<file path="src/rtl/emmc_cmd_engine.sv">
// eMMC CMD-line engine: divides mclk into the card clock, sends 48-bit commands with CRC7,
// receives R48/R136 responses with CRC/index/end-bit checks and NCR timeout, then holds an NCC gap.
module emmc_cmd_engine #(
   parameter int CLK_DIV = 2,
   parameter int NCR_MAX = 64,
   parameter int NCC_GAP = 8
) (
   input  logic         mclk,
   input  logic         rst,
   input  logic         cmd_valid,
   output logic         cmd_ready,
   input  logic [5:0]   cmd_index,
   input  logic [31:0]  cmd_arg,
   input  logic [1:0]   resp_type,
   output logic         resp_valid,
   output logic [135:0] resp_data,
   output logic         resp_timeout,
   output logic         resp_crc_err,
   output logic         resp_idx_err,
   output logic         busy,
   output logic         o_clk,
   output logic         cmd_o,
   output logic         cmd_oe,
   input  logic         cmd_i
);

   localparam int DIV_W = (CLK_DIV > 1) ? $clog2(CLK_DIV) : 1;
   localparam int NCR_W = $clog2(NCR_MAX);
   localparam int GAP_W = (NCC_GAP > 1) ? $clog2(NCC_GAP) : 1;

   typedef enum logic [2:0] {
      S_IDLE, S_SEND, S_WAIT, S_RECV, S_CHECK, S_GAP
   } state_t;

   state_t r_state, w_next;

   logic [DIV_W-1:0] r_div;
   logic             r_clk;
   logic [7:0]       r_bit;
   logic [NCR_W-1:0] r_ncr;
   logic [GAP_W-1:0] r_gap;
   logic [47:0]      r_tx;
   logic [135:0]     r_rx;
   logic [5:0]       r_idx;
   logic [1:0]       r_type;
   logic             r_cmd_o;
   logic             r_cmd_oe;
   logic             r_resp_valid;
   logic [135:0]     r_resp_data;
   logic             r_timeout;
   logic             r_crc_err;
   logic             r_idx_err;

   logic             w_tick;
   logic             w_fall;
   logic             w_rise;
   logic [7:0]       w_rx_len;
   logic             w_ncr_end;
   logic             w_gap_end;
   logic [39:0]      w_payload;
   logic [6:0]       w_tx_crc;
   logic [6:0]       w_rx_crc;
   logic             w_crc_err;
   logic             w_idx_err;

   // Serial CRC7 (x^7+x^3+1, init 0); leading zero bits leave a zero state untouched,
   // so shorter fields are simply zero-extended on the left.
   function automatic logic [6:0] f_crc7(input logic [119:0] d);
      logic [6:0] c;
      logic       fb;
      c = '0;
      for (int i = 119; i >= 0; i--) begin
         fb = d[i] ^ c[6];
         c  = {c[5:0], 1'b0};
         if (fb) c = c ^ 7'h09;
      end
      return c;
   endfunction

   assign w_tick    = (r_div == DIV_W'(CLK_DIV - 1));
   assign w_fall    = w_tick & r_clk;
   assign w_rise    = w_tick & ~r_clk;
   assign w_rx_len  = (r_type == 2'b10) ? 8'd136 : 8'd48;
   assign w_ncr_end = (r_ncr == NCR_W'(NCR_MAX - 1));
   assign w_gap_end = (r_gap == GAP_W'(NCC_GAP - 1));
   assign w_payload = {2'b01, cmd_index, cmd_arg};
   assign w_tx_crc  = f_crc7({80'b0, w_payload});
   assign w_rx_crc  = f_crc7((r_type == 2'b10) ? r_rx[127:8] : {80'b0, r_rx[47:8]});
   assign w_crc_err = (r_type == 2'b11) ? ~r_rx[0] : ((w_rx_crc != r_rx[7:1]) | ~r_rx[0]);
   assign w_idx_err = (r_type == 2'b01) && (r_rx[45:40] != r_idx);

   always_ff @(posedge mclk or posedge rst) begin
      if (rst) begin
         r_div <= '0;
         r_clk <= 1'b0;
      end else if (w_tick) begin
         r_div <= '0;
         r_clk <= ~r_clk;
      end else begin
         r_div <= r_div + DIV_W'(1);
      end
   end

   always_ff @(posedge mclk or posedge rst) begin
      if (rst) r_state <= S_IDLE;
      else     r_state <= w_next;
   end

   always_comb begin
      w_next = r_state;
      case (r_state)
         S_IDLE:  if (cmd_valid) w_next = S_SEND;
         S_SEND:  if (w_fall && r_bit == 8'd48) w_next = (r_type == 2'b00) ? S_GAP : S_WAIT;
         S_WAIT: begin
            // A start bit seen on the terminal rise wins over the timeout.
            if (w_rise) begin
               if (!cmd_i)         w_next = S_RECV;
               else if (w_ncr_end) w_next = S_GAP;
            end
         end
         S_RECV:  if (w_rise && r_bit == w_rx_len - 8'd1) w_next = S_CHECK;
         S_CHECK: w_next = S_GAP;
         S_GAP:   if (w_rise && w_gap_end) w_next = S_IDLE;
         default: w_next = S_IDLE;
      endcase
   end

   always_ff @(posedge mclk or posedge rst) begin
      if (rst) begin
         r_bit        <= '0;
         r_ncr        <= '0;
         r_gap        <= '0;
         r_tx         <= '0;
         r_rx         <= '0;
         r_idx        <= '0;
         r_type       <= '0;
         r_cmd_o      <= 1'b1;
         r_cmd_oe     <= 1'b0;
         r_resp_valid <= 1'b0;
         r_resp_data  <= '0;
         r_timeout    <= 1'b0;
         r_crc_err    <= 1'b0;
         r_idx_err    <= 1'b0;
      end else begin
         r_resp_valid <= 1'b0;
         case (r_state)
            S_IDLE: begin
               if (cmd_valid) begin
                  r_tx   <= {w_payload, w_tx_crc, 1'b1};
                  r_idx  <= cmd_index;
                  r_type <= resp_type;
                  r_bit  <= '0;
               end
            end
            S_SEND: begin
               if (w_fall) begin
                  if (r_bit == 8'd48) begin
                     r_cmd_oe <= 1'b0;
                     r_cmd_o  <= 1'b1;
                     r_ncr    <= '0;
                     r_gap    <= '0;
                     if (r_type == 2'b00) begin
                        r_resp_valid <= 1'b1;
                        r_resp_data  <= '0;
                        r_timeout    <= 1'b0;
                        r_crc_err    <= 1'b0;
                        r_idx_err    <= 1'b0;
                     end
                  end else begin
                     r_cmd_oe <= 1'b1;
                     r_cmd_o  <= r_tx[47];
                     r_tx     <= {r_tx[46:0], 1'b0};
                     r_bit    <= r_bit + 8'd1;
                  end
               end
            end
            S_WAIT: begin
               if (w_rise) begin
                  if (!cmd_i) begin
                     r_rx  <= '0;
                     r_bit <= 8'd1;
                  end else if (w_ncr_end) begin
                     r_resp_valid <= 1'b1;
                     r_timeout    <= 1'b1;
                     r_crc_err    <= 1'b0;
                     r_idx_err    <= 1'b0;
                  end else begin
                     r_ncr <= r_ncr + NCR_W'(1);
                  end
               end
            end
            S_RECV: begin
               if (w_rise) begin
                  r_rx  <= {r_rx[134:0], cmd_i};
                  r_bit <= r_bit + 8'd1;
               end
            end
            S_CHECK: begin
               r_resp_valid <= 1'b1;
               r_resp_data  <= (r_type == 2'b10) ? r_rx : {88'b0, r_rx[47:0]};
               r_timeout    <= 1'b0;
               r_crc_err    <= w_crc_err;
               r_idx_err    <= w_idx_err;
            end
            S_GAP: begin
               if (w_rise && !w_gap_end) r_gap <= r_gap + GAP_W'(1);
            end
            default: ;
         endcase
      end
   end

   assign cmd_ready    = (r_state == S_IDLE);
   assign busy         = ~cmd_ready;
   assign o_clk        = r_clk;
   assign cmd_o        = r_cmd_o;
   assign cmd_oe       = r_cmd_oe;
   assign resp_valid   = r_resp_valid;
   assign resp_data    = r_resp_data;
   assign resp_timeout = r_timeout;
   assign resp_crc_err = r_crc_err;
   assign resp_idx_err = r_idx_err;

endmodule

</file>
<file path="config.mk">
export PLATFORM = sky130hd
export DESIGN_NAME = emmc_cmd_engine
export DESIGN_NICKNAME = d
export VERILOG_FILES = /design/src/rtl/emmc_cmd_engine.sv
export SDC_FILE = /design/constraint.sdc
export NUM_CORES = 1
export LEC_CHECK = 0
export BUFFER_PORTS_ARGS = -buffer_cell sky130_fd_sc_hd__buf_2
export CELL_PAD_IN_SITES_DETAIL_PLACEMENT = 1
export CELL_PAD_IN_SITES_GLOBAL_PLACEMENT = 1
export CORE_MARGIN = 1.5
export CORE_UTILIZATION = 35
export CTS_BUF_LIST = sky130_fd_sc_hd__clkbuf_2 sky130_fd_sc_hd__clkbuf_4 sky130_fd_sc_hd__clkbuf_8
export DETAILED_ROUTE_END_ITERATION = 8
export PLACE_DENSITY_LB_ADDON = 0.2
export RECOVER_POWER = 50
export SLEW_MARGIN = 25
export SYNTH_ARGS = -nofsm -noshare
export SYNTH_HDL_FRONTEND = slang
export SYNTH_SLANG_ARGS = --single-unit
</file>
<file path="constraint.sdc">
create_clock -name mclk -period 14.6 [get_ports mclk]
set_input_delay 2.92 -clock mclk [delete_from_list [all_inputs] [get_ports mclk]]
set_output_delay 2.92 -clock mclk [all_outputs]
set_load 0.02 [all_outputs]
</file>
# After elaboration in Yosys (flattened, before gate mapping)
# Index checks and enable logic that the tools add are counted.
# op_classes
n_addsub	5
n_eq_ne	30
n_mux	222
bitwise	318
reduce_logical	25
# ops
op	count
136-bit two-way mux	7
4-bit two-way mux	158
136-bit case mux with 2 select lines	2
2-bit NOT	156
1-bit bitwise XOR	150
48-bit two-way mux	3
120-bit two-way mux	1
48-bit case mux with 2 select lines	1
8-bit two-way mux	7
3-bit two-way mux	11
8-bit case mux with 4 select lines	1
6-bit two-way mux	5
2-bit inequality test (second input constant)	15
1-bit two-way mux	19
3-bit case mux with 6 select lines	1
4-bit AND reduction	4
7-bit AND reduction	2
1-bit case mux with 3 select lines	4
6-bit case mux with 2 select lines	1
6-bit AND reduction	2
2-bit nonzero test	5
3-bit == test (second input constant)	3
8-bit by 1-bit adder with 8-bit output (second input constant)	1
8-bit by 6-bit == test with 1-bit output (second input constant)	1
other kinds (25)	40
# word_totals
ff_bits	356
out_inout_bits	145

# Longest topological paths before layout
# Gate-level depths: netlist of the first run.
# logic_depth
depth_word	245
mapped_depth	17
mapped_depth_nobuf	16

# Worst setup path before layout of the first run
# OpenSTA, ideal clock, no wires.
# synth_timing
kind	register -> register
start	register r_rx[123]
end	register r_crc_err, in the netlist resp_crc_err
setup_ps	131
arrival_ps	5537
t_required_ps	14469
slack_ps	8932
path_stages_with_launch	18
n_path_buf	1
synth_period_minus_slack_ps	5668
cell_sequence	dfrtp_1 > buf_2 > xnor3_2 > xor2_2 > xnor3_1 > xor3_2 > xnor3_1 > xnor3_1 > nor2_1 > xor2_1 > xnor3_2 > xnor2_4 > xnor3_2 > xnor3_2 > xnor2_1 > or3_1 > a221oi_2 > a22oi_1
# synth_via
elab_chain_cells	107
elab_cells_between_ends	332
cone_classes	eq/ne: 1; mux: 119; bitwise: 212
# synth_rtl
item	line_no	text
from (decl)	43	logic [135:0] r_rx;
from (signal assigned)	194	r_rx <= {r_rx[134:0], cmd_i};
120-bit two-way mux (*)	88	assign w_rx_crc = f_crc7((r_type == 2'b10) ? r_rx[127:8] : {80'b0, r_rx[47:8]});
1-bit bitwise XOR (*)	73	fb = d[i] ^ c[6];
4-bit two-way mux (*)	75	if (fb) c = c ^ 7'h09;
4-bit two-way mux (2 in a row)	75	
2-bit NOT (no source line)	-	
4-bit two-way mux	75	
1-bit bitwise XOR	73	
4-bit two-way mux (3 in a row)	75	
(+86 left out)	-	
1-bit bitwise XOR	73	
4-bit two-way mux (3 in a row)	75	
2-bit NOT (no source line)	-	
4-bit two-way mux	75	
7-bit inequality test (*)	89	assign w_crc_err = (r_type == 2'b11) ? ~r_rx[0] : ((w_rx_crc != r_rx[7:1]) | ~r_rx[0]);
1-bit bitwise OR (*)	89	
1-bit two-way mux (*)	89	
1-bit case mux with 3 select lines (*)	146	case (r_state)
to (signal assigned)	202	r_crc_err <= w_crc_err;
to (decl)	51	logic r_crc_err;
# Every way passes the cells marked *; elsewhere a longest branch is shown, timed or not.
# A chain may end at the register's enable or synchronous reset.

# Worst setup path in the final report of the first run
# layout_timing
start	register r_state[0]
end	register r_resp_data[125], in the netlist resp_data[125]
# layout_via
elab_chain_cells	3
elab_cells_between_ends	8
cone_classes	eq/ne: 5; mux: 1; reduce/logical: 2
# layout_rtl
item	line_no	text
from (decl)	35	state_t r_state, w_next;
from (signal assigned)	106	else r_state <= w_next;
3-bit by 1-bit == test with 1-bit output or 3-bit == test (tied branches)	146	
2-bit inequality test (no source line) or 2-bit nonzero test (tied branches)	-	
4-bit AND reduction (no source line)	-	
to (signal assigned)	200	r_resp_data <= (r_type == 2'b10) ? r_rx : {88'b0, r_rx[47:0]};
to (decl)	49	logic [135:0] r_resp_data;
# Several ways; a longest one is shown, not always the timed one.

==> flow_summary.ini, run 1 <==
[status]
outcome = finished, violations left
violations = capacitance limit, slew limit

[cts]
cts_tree = yes
clock_latency_ns = 0.64
clkSlewWorstSetupHoldPaths_ns = 0.06
cts.hold.buffers_added = 0
cts_made_buffers = 68
cts_setup_buffers = 0
htree_levels = 3
clock_sinks = 356
cts_root_buffer = clkbuf_8
cts_resized = 0
cts.path.max_buffers = 3

[timing]
timing.final.hold_violations = 0
slew_viol_final = 639
fin_crit_ns = 9.36
slew_headroom_pct = -257
final.setup.tns_ns = 0
rsz0062_at_grt = false
finClkSkew_ns = 0.0311
worst_slew_pin_slew_ns = 5.32
setup-violations-final = 0
max_freq_ghz = 0.107
period_share_pct = 64.1

[critical_path]
crit_top_cell = clkbuf_1
cp_max_fo = 93
critical_path.top_delay_family = buffers and inverters
criticalPathCategory = flip-flop to flip-flop
critPathRequiredTime_ns = 15.15
critPathArrivalTime_ns = 9.91
path_cells = nor2b_1 -> nand2b_2 -> clkbuf_1 -> nor3_1 -> o21ai_4 -> clkbuf_1 -> clkbuf_1 -> a22o_1
slowest_stage = clkbuf_1
path_buf_inv = 3
cp_slowest_stage_delay_ns = 3.31
cp-start-kind = flip-flop
cp-end-kind = flip-flop

[drt]
drtIter0Drc = 626
drc_errors = 0
ant_nets = 0
drt-total-wl_mm = 49.6
wire_per_inst_um = 19.0
via_per_inst = 4.96
vias = 12944
dr.pass1.iters = 5

[floorplanning]
die_x_um = 232
core_region_area_um2 = 51600
ios = 189
dieArea_um2 = 53900
fp.dieH_um = 232
initial_utilization_pct = 35.6
rows = 83

[cells_and_area]
drive_gt1_share_pct = 18.9
antenna_cells = 0
nFillCells = 5661
layout.nets = 1926
syn_to_final_growth_pct = 16.4

[placed_design]
hpwl_mm = 34.1
finalWeightedCongestion = 0.804
port_buffers = 188

[grt]
grt_usage_pct = 18.9
grt_pass1_vias = 13719
grt_pass1_wl_mm = 80.1
grt_overflow_total = 0
grt_max_degree = 124
antenna_found_initial = 0

[yosys]
syn_inst = 1706
synth_edf_count = 0
synth_top_cells_by_count = dfrtp_1 (355), nand2_1 (348), o21ai_0 (204)
avgSynthCellArea_um2 = 10.8
yosysWarnings = 0
synth_fp_nets = 1755
yosys.area.top_type = dfrtp_1
synth_area_um2 = 18400
synth_top_area_share_pct = 48.4
synth-seq-cells = 356
seq_area_frac_synth_pct = 48.5
synth-main-ff-cell = dfrtp_1
netlist_top_cells_area = dfrtp_1 (48%), xnor2_1 (9.3%), nand2_1 (7.1%)
synth_cell_types = 53
synthArstFlopShare_pct = 100
synth_most_common_cell = dfrtp_1

[power_and_ir_drop]
p_per_area_nw_per_um2 = 146
leakage_uw = 0.0103
pwr-share-seq_pct = 37.3
pwr-share-comb_pct = 28.0
internal-power_uw = 2020
netSwitchingFraction_pct = 35.1
p_sw_uw = 1090
vdd_drop_max_mv = 0.106
power.total_uw = 3120
p_clk_share_pct = 34.8

[flow_run]
drv_cap = 8

[hold_path]
hold_class = flip-flop to flip-flop
[routing by layer]
metal	part of all wire, %	GRT usage (%)	vias up
li1	-	-	6158
met1	47	25.9	6494
met2	47	29.9	213
met3	4.0	4.15	79
met4	2.3	5.66	0
met5	0	0	-
[cells in the final DEF (no fill, tap or decap), types with 3 or more instances in the layout]
cell / n
nand4_1: 6
and2_1: 3
nand2b_1: 7
nor4_1: 3
bufinv_16: 3
inv_1: 15
clkinv_2: 5
nor2_1: 41
xor3_1: 8
xor2_1: 65
xnor2_1: 194
buf_4: 9
nand2_1: 348
mux2i_1: 42
nor3_1: 6
o31ai_1: 4
buf_2: 187
nor2b_1: 5
dfrtp_1: 355
a22o_1: 136
nand3_1: 13
clkbuf_1: 9
xnor3_1: 47
or3_1: 7
clkbuf_4: 24
clkbuf_8: 85
xnor2_2: 5
o21ai_0: 204
mux2_2: 9
ha_1: 5
a21oi_1: 18
xor2_2: 6
xnor3_2: 12
[power groups by stage]
stage	clock network, uW	logic [uW]	registers [uW]
final	1080	871	1160
after global placement	0	859	1170
after detailed placement	0	884	1180
after floorplan	0	683	1160
after CTS	1120	886	1160
after global routing	1170	992	1180
[state kept, by name (all words and copies together) (netlist names)]
| register | flops |
|---|---|
| cmd_o | 1 |
| r_state | 3 |
| r_idx | 6 |
| o_clk | 1 |
| r_rx | 136 |
| r_type | 2 |
| r_ncr | 6 |
| resp_timeout | 1 |
| r_bit | 8 |
| resp_valid | 1 |
| resp_idx_err | 1 |
| resp_crc_err | 1 |
| r_div | 1 |
| r_gap | 3 |
| cmd_oe | 1 |
| r_tx | 48 |
| resp_data | 136 |
[worst register-to-register path: stages (launching register included)]
cell	delay [ns]
dfrtp_1	0.54
nor2b_1	0.29
nand2b_2	0.10
clkbuf_1	2.21
nor3_1	0.32
o21ai_4	0.28
clkbuf_1	1.52
clkbuf_1	3.32
a22o_1	0.71
[cell type report]
type	instances	area (um^2)	share of cell area, %
Multi-Input combinational cell	1230	9020	42.2
Sequential cell	356	8910	41.7
Clock buffer	109	1350	6.31
Timing Repair Buffer	205	1040	4.85
Tap cell	680	851	3.98
Clock inverter	12	150	0.702
Inverter	16	61.3	0.287
[final timing paths]
check / start / endpoint / slack [ns] / cells after the start
worst max-delay path: r_state[0]$_DFFE_PP0P_ / resp_data[125]$_DFFE_PP0P_ / 5.24 / 8
worst min-delay path: resp_idx_err$_DFFE_PP0P_ / resp_idx_err$_DFFE_PP0P_ / 0.47 / 2
worst max register to register: r_state[0]$_DFFE_PP0P_ / resp_data[125]$_DFFE_PP0P_ / 5.24 / 8
worst min register to register: resp_idx_err$_DFFE_PP0P_ / resp_idx_err$_DFFE_PP0P_ / 0.47 / 2
max in group asynchronous: rst / resp_data[18]$_DFFE_PP0P_ / 5.48 / 4
min in group asynchronous: rst / resp_data[72]$_DFFE_PP0P_ / 3.95 / 2
[stage by stage]
stage / worst slack, ns / instance area [um^2] / instances / hold slack, ns / utilization (%)
floorplan: 1.80 / 18400 / 1706 / 0.449 / -
global placement: 8.65 / 19900 / 2486 / 0.454 / 38.6
detailed placement: 8.39 / 19900 / 2486 / 0.465 / 38.6
CTS: 8.36 / 21400 / 2607 / 0.478 / 41.5
global route: 4.12 / 21400 / 2608 / 0.510 / 41.4
finish: 5.24 / 21400 / 2608 / 0.474 / 41.4
[cells by family after synthesis]
family                     share of synthesized area (%)
adders and majority gates                          0.341
buffers and inverters                               2.47
xor gates and xnor gates                            22.3
muxes                                               2.84
DFF                                                 48.5
AOI/OAI and AO/OA                                   13.6
and+or+nand+nor                                     10.0
Power figures use the tool's default switching activity.
==> run 2, diff against run 1 <==
- clock period: 14.6 -> 9.6 ns (I/O delays scaled with it)
==> run 2 against run 1 <==
- the flow still finishes with violations (capacitance limit, slew limit)
- wire length decreased by 1.5%
- critical path depth decreased by 4
- die area unchanged
- design area decreased by 0.77%
- final cell count decreased by 0.42%
- total power increased by 45%
- largest power group unchanged
- highest routed layer is now met5
==> flow_summary.ini, run 2 (synthesis results as in run 1) <==
[critical_path]
r2r_cells = 16
crit-reg2reg-launch = r_rx[125]$_DFFE_PP0P_
critPathRequiredTime_ns = 9.25
criticalPathCategory = input port to async pin
cp_max_fo = 147
crit_path_end = resp_data[7]$_DFFE_PP0P_
cp-start-kind = input port
critPathLaunch = rst
critPathArrivalTime_ns = 6.13
r2r_slack_ns = 3.37
cp-end-kind = async pin
reg2reg_to = resp_crc_err$_DFFE_PP0P_

[grt]
grt_max_degree = 148
use_met2_pct = 29.8
grt_use_met1_pct = 25.4
antenna_found_initial = 1
grt_overflow_total = 0
grt_pass1_wl_mm = 78.4
grt_usage_pct = 18.4
grt_pass1_vias = 13627
grt_use_met3_pct = 3.16
gr-max-usage-layer = met2

[floorplanning]
fp.dieH_um = 232
core_region_area_um2 = 51600
ios = 189
rows = 83
dieArea_um2 = 53900
initial_utilization_pct = 35.6
die_x_um = 232

[timing]
slew_headroom_pct = -206
worst_slew_pin_slew_ns = 4.59
finClkSkew_ns = 0.0330
max_freq_ghz = 0.154
final.setup.tns_ns = 0
period_share_pct = 67.5
rsz0062_at_grt = false
setup-violations-final = 0
slew_viol_final = 285
fin_crit_ns = 6.48
timing.final.hold_violations = 0
holdWs_ns = 0.474

[placed_design]
port_buffers = 188
finalWeightedCongestion = 0.805
hpwl_mm = 33.7

[cells_and_area]
final_common_cell = dfrtp_1
syn_to_final_growth_pct = 15.5
drive_gt1_share_pct = 18.6
nFillCells = 5760
seqCellArea_um2 = 8910
antenna_cells = 0
final_cell_mix = dfrtp_1 (355), nand2_1 (348), o21ai_0 (204)
layout.nets = 1918
multi_input_area_um2 = 9020

[drt]
ant_nets = 0
drt-total-wl_mm = 48.8
vias = 12817
drtIter0Drc = 681
drc_errors = 0
dr.pass1.iters = 4
via_per_inst = 4.94
wire_per_inst_um = 18.8

[power_and_ir_drop]
vdd_drop_max_mv = 0.171
leakage_uw = 0.0102
p_per_area_nw_per_um2 = 214

[cts]
cts.hold.buffers_added = 0
cts_root_buffer = clkbuf_8
clkSlewWorstSetupHoldPaths_ns = 0.06
htree_levels = 2
cts_tree = yes
cts_resized = 0
cts_setup_buffers = 0
cts_made_buffers = 61
clock_latency_ns = 0.66
clock_sinks = 356
cts.path.max_buffers = 3

[hold_path]
whs_path_depth = 2
hold_class = flip-flop to flip-flop

[flow_run]
drv_cap = 4

[status]
violations = capacitance limit, slew limit
outcome = finished, violations left
## run 2: area by class of cell
cell class / count / share of cell area (%)
multi-input combinational: 1230 / 42.5
sequential: 356 / 42.0
clock buffer: 94 / 5.60
timing repair buffer: 204 / 5.01
tap: 680 / 4.01
clock inverter: 17 / 0.572
inverter: 16 / 0.289
## run 2: where the power goes
| group | leakage [uW] | internal [uW] | total [uW] | switching (uW) |
|---|---|---|---|---|
| logic | 0.00463 | 434 | 1310 | 880 |
| registers | 0.00486 | 1650 | 1770 | 110 |
| clock network | 0.000703 | 814 | 1450 | 641 |
## run 2: routing by layer
layer	wire (um)	part of all wire, %	vias to the layer above
li1	-	-	6125
met1	23100	47	6448
met2	23100	47	181
met3	1880	3.8	61
met4	788	1.6	2
met5	12	0.025	-
## run 2: worst min path at each step
| stage | slack (ns) | startpoint | end |
|---|---|---|---|
| after floorplan | 0.45 | r_tx[10]$_DFFE_PP0P_ | r_tx[10]$_DFFE_PP0P_ |
| after global placement | 0.46 | resp_idx_err$_DFFE_PP0P_ | resp_idx_err$_DFFE_PP0P_ |
| after detailed placement | 0.46 | resp_idx_err$_DFFE_PP0P_ | resp_idx_err$_DFFE_PP0P_ |
| after CTS | 0.48 | resp_idx_err$_DFFE_PP0P_ | resp_idx_err$_DFFE_PP0P_ |
| after global routing | 0.50 | r_tx[27]$_DFFE_PP0P_ | r_tx[27]$_DFFE_PP0P_ |
| final | 0.47 | resp_idx_err$_DFFE_PP0P_ | resp_idx_err$_DFFE_PP0P_ |
## run 2: metrics by stage
stage / setup WS (ns) / cell area (um^2) / instances / util [%] / power (uW)
floorplan: 2.91 / 18400 / 1706 / - / 2800
global placement: 3.62 / 19900 / 2486 / 38.6 / 3100
detailed placement: 3.41 / 19900 / 2486 / 38.6 / 3140
CTS: 3.36 / 21200 / 2597 / 41.2 / 4620
global route: 2.16 / 21200 / 2597 / 41.1 / 4840
finish: 3.12 / 21200 / 2597 / 41.1 / 4530
## run 2: worst max-delay path, cell delays in order
cell and delay, ns:
clkbuf_1 0.09, clkinvlp_2 0.12, buf_12 0.56, clkbuf_1 3.27
